==> config.mk <==
export PLATFORM = sky130hd
export DESIGN_NAME = approx_mult_err_acc
export DESIGN_NICKNAME = d
export VERILOG_FILES = /design/src/rtl/approx_mult_err_acc.sv
export SDC_FILE = /design/constraint.sdc
export NUM_CORES = 1
export LEC_CHECK = 0
export CAP_MARGIN = 20
export CORE_ASPECT_RATIO = 0.7
export CORE_MARGIN = 3
export CORE_UTILIZATION = 55
export CTS_BUF_LIST = sky130_fd_sc_hd__clkbuf_4
export DETAILED_ROUTE_END_ITERATION = 16
export PLACE_DENSITY = 0.8
export SYNTH_ARGS = -nofsm -noshare
export SYNTH_HDL_FRONTEND = slang
export SYNTH_SLANG_ARGS = --single-unit
==> constraint.sdc <==
create_clock -name clk -period 6.2 [get_ports clk]
set_clock_uncertainty 0.1 [all_clocks]
set_input_delay 1.86 -clock clk [delete_from_list [all_inputs] [get_ports clk]]
set_output_delay 1.86 -clock clk [all_outputs]
set_load 0.01 [all_outputs]
==> src/rtl/approx_mult_err_acc.sv <==
`default_nettype none
// +--------------------------------------------------------------------------+
// | approx_mult_err_acc: per-run error statistics for 8x8 approx multipliers |
// | Optional signed error sum built when ERR_SIGNED_SUM_EN is defined.      |
// | Revision: 1.0                                                            |
// +--------------------------------------------------------------------------+
module approx_mult_err_acc #(
  parameter int N_SAMPLES = 256,
  parameter int ACC_W     = 32
) (
  input  logic              clk,
  input  logic              rst,
  input  logic              start,
  input  logic              in_valid,
  output logic              in_ready,
  input  logic [7:0]        x,
  input  logic [7:0]        y,
  input  logic [15:0]       prod_approx,
  output logic              busy,
  output logic              done,
  output logic [15:0]       sample_count,
  output logic [15:0]       err_count,
  output logic [ACC_W-1:0]  sum_abs_err,
  output logic [16:0]       max_abs_err,
  output logic              sum_overflow,
  output logic [ACC_W-1:0]  sum_err
);

  typedef enum logic [1:0] {
    IDLE  = 2'd0,
    RUN   = 2'd1,
    DRAIN = 2'd2,
    DONE  = 2'd3
  } state_t;

  localparam logic [16:0] N_LIM = 17'(N_SAMPLES);

  state_t             state_q, state_d;
  logic               s1_valid_q, s1_valid_d;
  logic [16:0]        s1_approx_q, s1_approx_d;
  logic [15:0]        s1_exact_q, s1_exact_d;
  logic               s2_valid_q, s2_valid_d;
  logic [16:0]        s2_err_q, s2_err_d;
  logic [16:0]        s2_abs_q, s2_abs_d;
  logic [15:0]        sample_count_q, sample_count_d;
  logic [15:0]        err_count_q, err_count_d;
  logic [ACC_W-1:0]   sum_abs_q, sum_abs_d;
  logic [16:0]        max_abs_q, max_abs_d;
  logic               ovf_q, ovf_d;

  logic               clear;
  logic               accept;
  logic               last_accept;
  logic signed [15:0] exact_w;
  logic [16:0]        e_w;
  logic [16:0]        abs_w;
  logic [ACC_W:0]     sum_abs_ext;

  assign in_ready    = (state_q == RUN) && ({1'b0, sample_count_q} < N_LIM);
  assign accept      = in_valid && in_ready;
  assign last_accept = accept && (({1'b0, sample_count_q} + 17'd1) == N_LIM);

  assign exact_w = $signed(x) * $signed(y);
  assign e_w     = s1_approx_q - {s1_exact_q[15], s1_exact_q};
  assign abs_w   = e_w[16] ? (17'd0 - e_w) : e_w;

  assign sum_abs_ext = {1'b0, sum_abs_q} + {{(ACC_W-16){1'b0}}, s2_abs_q};

  always_comb begin
    state_d = state_q;
    clear   = 1'b0;
    case (state_q)
      IDLE: begin
        if (start) begin
          clear   = 1'b1;
          state_d = RUN;
        end
      end
      RUN: begin
        if (last_accept) state_d = DRAIN;
      end
      DRAIN: begin
        // Wait until the last sample has landed in the accumulators.
        if (!s1_valid_q && !s2_valid_q) state_d = DONE;
      end
      DONE:    state_d = IDLE;
      default: state_d = IDLE;
    endcase
  end

  always_comb begin
    s1_valid_d  = accept;
    s1_approx_d = s1_approx_q;
    s1_exact_d  = s1_exact_q;
    if (accept) begin
      s1_approx_d = {prod_approx[15], prod_approx};
      s1_exact_d  = exact_w;
    end
    s2_valid_d = s1_valid_q;
    s2_err_d   = s2_err_q;
    s2_abs_d   = s2_abs_q;
    if (s1_valid_q) begin
      s2_err_d = e_w;
      s2_abs_d = abs_w;
    end
  end

  always_comb begin
    sample_count_d = sample_count_q;
    err_count_d    = err_count_q;
    sum_abs_d      = sum_abs_q;
    max_abs_d      = max_abs_q;
    ovf_d          = ovf_q;
    if (clear) begin
      sample_count_d = '0;
      err_count_d    = '0;
      sum_abs_d      = '0;
      max_abs_d      = '0;
      ovf_d          = 1'b0;
    end else begin
      if (accept) sample_count_d = sample_count_q + 16'd1;
      if (s2_valid_q) begin
        if ((s2_err_q != 17'd0) && (err_count_q != 16'hFFFF))
          err_count_d = err_count_q + 16'd1;
        if (sum_abs_ext[ACC_W]) begin
          sum_abs_d = '1;
          ovf_d     = 1'b1;
        end else begin
          sum_abs_d = sum_abs_ext[ACC_W-1:0];
        end
        if (s2_abs_q > max_abs_q) max_abs_d = s2_abs_q;
      end
    end
  end

  always_ff @(posedge clk) begin
    if (rst) begin
      state_q        <= IDLE;
      s1_valid_q     <= 1'b0;
      s1_approx_q    <= '0;
      s1_exact_q     <= '0;
      s2_valid_q     <= 1'b0;
      s2_err_q       <= '0;
      s2_abs_q       <= '0;
      sample_count_q <= '0;
      err_count_q    <= '0;
      sum_abs_q      <= '0;
      max_abs_q      <= '0;
    end else begin
      state_q        <= state_d;
      s1_valid_q     <= s1_valid_d;
      s1_approx_q    <= s1_approx_d;
      s1_exact_q     <= s1_exact_d;
      s2_valid_q     <= s2_valid_d;
      s2_err_q       <= s2_err_d;
      s2_abs_q       <= s2_abs_d;
      sample_count_q <= sample_count_d;
      err_count_q    <= err_count_d;
      sum_abs_q      <= sum_abs_d;
      max_abs_q      <= max_abs_d;
    end
  end

`ifdef ERR_SIGNED_SUM_EN
  logic [ACC_W-1:0] sum_err_q, sum_err_d;
  logic [ACC_W:0]   sum_err_ext;
  logic             serr_ovf;

  assign sum_err_ext = {sum_err_q[ACC_W-1], sum_err_q}
                     + {{(ACC_W-16){s2_err_q[16]}}, s2_err_q};
  // Signed overflow shows as the extension bit disagreeing with the MSB.
  assign serr_ovf = s2_valid_q && !clear && (sum_err_ext[ACC_W] != sum_err_ext[ACC_W-1]);

  always_comb begin
    sum_err_d = sum_err_q;
    if (clear) begin
      sum_err_d = '0;
    end else if (s2_valid_q) begin
      if (sum_err_ext[ACC_W] != sum_err_ext[ACC_W-1])
        sum_err_d = sum_err_ext[ACC_W] ? {1'b1, {(ACC_W-1){1'b0}}}
                                       : {1'b0, {(ACC_W-1){1'b1}}};
      else
        sum_err_d = sum_err_ext[ACC_W-1:0];
    end
  end

  always_ff @(posedge clk) begin
    if (rst) begin
      sum_err_q <= '0;
      ovf_q     <= 1'b0;
    end else begin
      sum_err_q <= sum_err_d;
      ovf_q     <= ovf_d | serr_ovf;
    end
  end

  assign sum_err = sum_err_q;
`else
  always_ff @(posedge clk) begin
    if (rst) ovf_q <= 1'b0;
    else     ovf_q <= ovf_d;
  end

  assign sum_err = '0;
`endif

  assign busy         = (state_q == RUN) || (state_q == DRAIN);
  assign done         = (state_q == DONE);
  assign sample_count = sample_count_q;
  assign err_count    = err_count_q;
  assign sum_abs_err  = sum_abs_q;
  assign max_abs_err  = max_abs_q;
  assign sum_overflow = ovf_q;

endmodule
`default_nettype wire
# Word-level counts from Yosys, hierarchy flattened
# Cells that the tools add are included.
# totals
output_inout_bits	117
ff_bits	152
in_bits	36
elab_cells	52
latchBits	0
mem_bits_rw	0
mem_count	0
rom_bits	0
# op_classes
reduce_logical	15
n_div	0
muxes	8
mul	1
eq_ne	8
bitwise	0
shift	0
order_cmp	2
n_addsub	6
# ops
operator	count
$add 32x17->33	1
$add 16x1->16 const B	2
$mux 32	1
$add 16x1->17 const B	1
$eq 17x9->1 const B	1
$gt 17x17->1	1
$mux 17	1
$reduce_bool 17->1	1
$sub 1x17->17 const A	1
$sub 16x16->17	1
$lt 16x9->1 const B	1
$mul 8x8->16	1
$ne 16x16->1 const B	1
$pmux 2 s4	1
$mux 2	3
$ne 2x2->1 const B	3
$reduce_and 2->1	3
$logic_and 1x1->1	5
$eq 2x2->1 const B	2
$reduce_and 3->1	1
$eq 2x1->1 const B	1
$logic_not 1->1	2
$logic_not 2->1	1
$mux 1	2
2 further kinds	2

# Logic depth before layout (Yosys ltp)
# Gate-level depths: netlist (run 1).
# logic_depth
word_depth	6
depth_mapped	18
ltp_nobuf	18

# Worst setup path before layout (run 1)
# OpenSTA, ideal clock, no wires.
# synth_path
path_kind	input to register
from	input port y[4]
to	register s1_exact_q[12]
t_arrival_ns	5.538
path_slack_ns	0.456
cell_stages	16
required_ns	5.994
n_path_buf	0
setup_time_ns	0.106
cell_sequence	and2_1 -> fa_1 -> inv_1 -> fa_1 -> inv_1 -> fa_1 -> inv_1 -> fa_1 -> inv_1 -> ha_1 -> o21ai_0 -> a21oi_1 -> o21a_1 -> o21ai_0 -> a21boi_0 -> o311ai_0
# synth_via
elab_chain_cells	1
# synth_lines
element	line_no	source
start: declaration	17	input logic [7:0] y,
$mul 8x8->16	63	assign exact_w = $signed(x) * $signed(y);
end signal: assignment	153	s1_exact_q <= s1_exact_d;
end: declaration	41	logic [15:0] s1_exact_q, s1_exact_d;
# No other way between the ends.
# A chain may end at the register's enable or synchronous reset.

# Worst setup path after layout (run 1)
# layout_path
from	input port y[2]
to	register s1_exact_q[13]
# The elaborated chain is that of the path after synthesis.

==> run_results.csv, run 1 <==
group,metric,value,unit
yosys,yosysUniqueCellTypes,83,
yosys,ys_ff_latch,151,
detailed_routing,post_drt_wl_per_cell,14.94,µm
global_routing,grt_pass1_wl,44100,µm
global_routing,grt_max_degree,75,
setup_path,cp_slowest_cell,"clkdlybuf4s50_1",
floorplan,core.rowCount,42,
detailed_routing,drt-total-wl,26170,µm
setup_path,cp-end-kind,"register",
clock_tree,clk_pin_slew,160,ps
yosys,yosysWarnings,0,
placement,globalplace.congestion,0.8876,
placement,dp_slack,-302.3,ps
clock_tree,cts_max_path_buffers,2,
setup_path,crit_path_max_fanout,7,
setup_path,worstPathRequired,6580,ps
yosys,yosysMostFrequentCell,"dfxtp_1",
pwr,ir_worst_vdd,328.5,µV
pwr,p_per_area,370.5,nW/µm²
setup_path,path_cells,"clkdlybuf4s50_1, and2_1, fa_1, inv_1, fa_1, inv_1, fa_1, inv_1, fa_1, inv_1, ha_1, buf_4, a21oi_1, o21ai_0, a211oi_1, xnor2_1, nand2_1, o31ai_1",
global_routing,grt.total_usage,0.2403,
floorplan,die_w,175.7,µm
setup_path,worst-setup-path-type,"input pin to register",
yosys,netlist_top_cells_count,"dfxtp_1 (151), inv_1 (136), a21oi_1 (121), nand2_1 (119), nor2_1 (91)",
timing,layout_min_cycle_time,5912,ps
placement,hpwl,20300,µm
detailed_routing,viasPerCell,5.555,
clock_tree,numCtsBuffers,17,
pwr,p_leak,0.005399,µW
yosys,synth_area_per_cell,8.321,µm²
detailed_routing,drc,0,
detailed_routing,drt_iter0_drc,805,
setup_path,worstPathArrival,6290,ps
cells_and_area,area_growth,17.07,%
clock_tree,post_cts_buffers,0,
clock_tree,clock_latency,560,ps
yosys,yosys-top-cells-area,"dfxtp_1 (27%), fa_1 (10%), ha_1 (9.9%), a21oi_1 (5.5%), inv_1 (4.6%)",
yosys,synth_edf_count,0,
placement,port_buffers,120,
cells_and_area,n_antenna_cell,0,
global_routing,antenna_found_initial,0,
global_routing,overflow,0,
floorplan,start_util,0.5736,
detailed_routing,drt-pass1-iter-count,5,
job,maxCapViolations,0,
cells_and_area,fin_nets,1655,
clock_tree,root_buffer,"clkbuf_4",
timing,worstMarginPinSlew,1096,ps
yosys,async_reset_ff_frac,0,
floorplan,ios,153,
yosys,seq_area_frac_synth,0.2725,
timing,rsz0062_at_grt,"false",
yosys,synthFlopType,"dfxtp_1",
yosys,synthesis.area,11090,µm²
yosys,synth_top_cell_by_area,"dfxtp_1",
timing,fmax,0.1691,GHz
detailed_routing,ant_nets,0,
timing,setup_viol,0,
cells_and_area,fill_cells,1608,
clock_tree,cts_tree,"done",
yosys,netlist.area_leader.share,0.2725,
setup_path,startpoint_type,"input pin",
setup_path,cpPeakStageDelay,550,ps
floorplan,core_area,19340,µm²
global_routing,grt_pass1_vias,8852,
floorplan,dieArea,21930,µm²
cells_and_area,layout-drive-gt1-share,0.07128,
clock_tree,cts_sinks,151,
worst_hold_path,hp-class,"register to register",
timing,finalSetupTns,0,ps
timing,maxSlewHeadroom,0.2600,
detailed_routing,vias,9726,
floorplan,die_h,124.8,µm
pwr,total_power,4811,µW
timing,period_share,0.9536,
yosys,syn-instance-count,1333,
timing,slew_viol_final,0,
timing,setup_ws,287.5,ps
clock_tree,htreeDepth,4,
run_status,status,"finished, final reports clean",
timing,hold_viol,0,
==> flip-flops by register name (all words and copies together), names as in the netlist <==
signal        flops
max_abs_err      17
sample_count     16
state_q           2
s1_valid_q        1
s2_abs_q         16
s2_valid_q        1
s2_err_q         17
s1_exact_q       16
err_count        16
sum_overflow      1
sum_abs_err      32
s1_approx_q      16
==> routing by layer <==
| layer | GRT usage | up-vias | routed length [µm] |
|---|---|---|---|
| li1 | - | 4785 | - |
| met1 | 0.3945 | 4596 | 13650 |
| met2 | 0.3317 | 325 | 10630 |
| met3 | 0.03656 | 20 | 1737 |
| met4 | 0.03676 | 0 | 145 |
| met5 | 0 | - | 0 |
==> cell families after synthesis <==
group / count (synthesis) / share of synthesized area
and+or+nand+nor: 429 / 0.1940
AOI/OAI and AO/OA: 308 / 0.1772
buffers and inverters: 215 / 0.08505
DFF: 151 / 0.2725
adders and majority gates: 145 / 0.2021
xor gates and xnor gates: 64 / 0.05054
muxes: 20 / 0.01816
other: 1 / 0.0003381
==> where the power goes <==
group | internal, µW | switching [µW] | leakage, µW
Clock | 226 | 428 | 0.000164
Combinational | 1270 | 1750 | 0.00401
Sequential | 1060 | 72.2 | 0.00122
Total | 2560 | 2250 | 0.00540
==> critical path: cells and delay by family <==
| kind | cells | cell delay, ps |
|---|---|---|
| xor gates and xnor gates | 1 | 190 |
| AOI/OAI and AO/OA | 4 | 720 |
| buffers and inverters | 6 | 890 |
| and+or+nand+nor | 2 | 320 |
| adders and majority gates | 5 | 2310 |
==> repair_timing <==
action | CTS | global route
endpoints found under the setup margin | 0 | 2
resized for setup | 0 | 3
hold buffers | 0 | 0
hold endpoints to repair | 0 | 0
==> layout by cell type, fill, tap and decap left out, types with 19 or more instances in the layout <==
cell,synthesis,layout
conb_1,1,32
and2_1,57,57
a21o_1,20,20
nand3_1,41,41
a21oi_1,121,121
dfxtp_1,151,151
fa_1,57,57
nor2_1,91,91
a211oi_1,22,22
xnor2_1,36,36
inv_1,136,136
o21ai_0,58,56
buf_4,32,49
clkdlybuf4s50_1,0,119
xor2_1,28,28
nand2_1,119,118
ha_1,88,88
and3_1,22,22
mux2i_1,19,19
==> area by class of cell <==
type                    count  area (µm²)  share of cell area
clock inverters            15       181.4             0.01397
inverters                 137       514.2             0.03960
clock buffers              17       127.6            0.009828
flip-flops and latches    151        3023              0.2328
multi-input cells         998        7244              0.5579
repair buffers            169        1564              0.1204
well taps                 264       330.3             0.02544
==> stage by stage <==
| stage | hold WS, ps | instance area, µm² | utilization | std cells |
|---|---|---|---|---|
| floorplan | 331.9 | 11210 | - | 1364 |
| global placement | 342.6 | 12680 | 0.6555 | 1719 |
| detailed placement | 348.4 | 12680 | 0.6555 | 1719 |
| CTS | 368.2 | 12990 | 0.6715 | 1751 |
| global route | 395.4 | 12990 | 0.6715 | 1751 |
| finish | 367.5 | 12990 | 0.6715 | 1751 |
==> path summary, 6_finish.rpt <==
kind	slack (ps)	from	endpoint	depth (start not counted)
worst min register to register	370	s1_exact_q[3]$_SDFFE_PP0P_	s1_exact_q[3]$_SDFFE_PP0P_	2
worst max register to register	1900	s2_err_q[0]$_SDFFE_PP0P_	sum_abs_err[14]$_SDFFE_PP0P_	11
worst min-delay path	370	s1_exact_q[3]$_SDFFE_PP0P_	s1_exact_q[3]$_SDFFE_PP0P_	2
worst max-delay path	290	y[2]	s1_exact_q[13]$_SDFFE_PP0P_	18
Note: power is estimated with default switching activity, not from simulation.
==> run 2: changes to the inputs <==
--- a/config.mk
+++ b/config.mk
@@ -11,6 +11,8 @@
 export CORE_UTILIZATION = 55
 export CTS_BUF_LIST = sky130_fd_sc_hd__clkbuf_4
 export DETAILED_ROUTE_END_ITERATION = 16
+export GPL_ROUTABILITY_DRIVEN = 0
+export HOLD_SLACK_MARGIN = 0.08
 export PLACE_DENSITY = 0.8
 export SYNTH_ARGS = -nofsm -noshare
 export SYNTH_HDL_FRONTEND = slang
==> results of run 2 <==
Same layout as run 1: the final DEF is identical, and so are final timing and power.
==> patch (flow settings as in run 1) <==
Build with the macro `ERR_SIGNED_SUM_EN` defined.
--- a/src/rtl/approx_mult_err_acc.sv
+++ b/src/rtl/approx_mult_err_acc.sv
@@ -4,6 +4,8 @@
 // | Optional signed error sum built when ERR_SIGNED_SUM_EN is defined.      |
 // | Revision: 1.0                                                            |
 // +--------------------------------------------------------------------------+
+`define ERR_SIGNED_SUM_EN
+
 module approx_mult_err_acc #(
   parameter int N_SAMPLES = 256,
   parameter int ACC_W     = 32
Function: changed (Yosys sat finds a counterexample within 10 cycles, from zero or initial values and one cycle with rst high).
==> patch against run 1 <==
Routed wire length grew 32%; setup slack lost 0.050 ns; synthesized area grew 23%; total power grew 11%; sequential power grew 21%; synthesized cell count grew 22%; final cell count grew 21%; design area grew 23%; register-to-register slack lost 0.18 ns; utilization shrank 0.43 points; clock power grew 4.0%; sequential cell count grew 32.
==> patch: results <==
run_status:
  run_status: "finished, final reports clean"
clock_network:
  clock_insertion_delay_worst_skew_ns: 0.61
place:
  dp_worst_setup_slack_ns: -0.732
  placed_cells_incl_taps: 2088
  routabilityCongestion: 0.913
  dpl_cell_area_um2: 15700
finish:
  final_cell_count_no_fill: 2121
  inverters_excl_clock: 150
  area.share.sequential_pct: 22.9
  drive_above_1_share_pct: 8.32
  multi_input_comb_area_um2: 9160
  clockBufferCount: 18
  layout.clock.cell_area_share_pct: 1.71
logic_synthesis:
  synth-seq-area-share_pct: 26.9
  syn_area_um2: 13600
  post_synth_most_frequent_cells: "sky130_fd_sc_hd__dfxtp_1 (183), sky130_fd_sc_hd__inv_1 (149), sky130_fd_sc_hd__a21oi_1 (144)"
  synth_compound_gate_area_share_pct: 19.3
  avgSynthCellArea_um2: 8.36
grt:
  groute.layer.met1.usage_pct: 38.0
  aggregate_global_route_resource_usage_pct: 25.6
drt:
  detail_route.iter0.violations: 827
  wirelength_per_cell_um: 16.2
  detail_route_met2_wl_um: 15300
critical_path:
  critPathArrivalTime_ns: 6.33
  rr_endpoint: "sum_abs_err[16]"
hold_path:
  timing.hold.worst_endpoint: "s1_exact_q[11]"
  worst_hold_startpoint: "s1_exact_q[11]"
timing:
  finalHoldWorstSlack_ns: 0.361
power_and_ir_drop:
  leakage_nw: 6.73
  pwr.group.sequential_mw: 1.38
patch: changes by cell type in the layout (fill, tap and decap cells not counted), moves of 14 or more:
cell | before | now
sky130_fd_sc_hd__nor2_1 | 91 | 129
sky130_fd_sc_hd__conb_1 | 32 | 0
sky130_fd_sc_hd__ha_1 | 88 | 120
sky130_fd_sc_hd__o21ai_0 | 56 | 88
sky130_fd_sc_hd__dfxtp_1 | 151 | 181
sky130_fd_sc_hd__clkdlybuf4s50_1 | 119 | 147
sky130_fd_sc_hd__maj3_2 | 0 | 27
sky130_fd_sc_hd__xor2_1 | 28 | 53
sky130_fd_sc_hd__a21oi_1 | 121 | 143
sky130_fd_sc_hd__nand3_1 | 41 | 23
sky130_fd_sc_hd__nand2_1 | 118 | 134
sky130_fd_sc_hd__a31oi_1 | 11 | 25
patch: repair_timing:
item	in CTS	in global routing
endpoints found under the setup margin	1	4
endpoints found under the hold margin	0	0
pin swaps	0	1
gates resized for setup	2	9
gates cloned	0	0
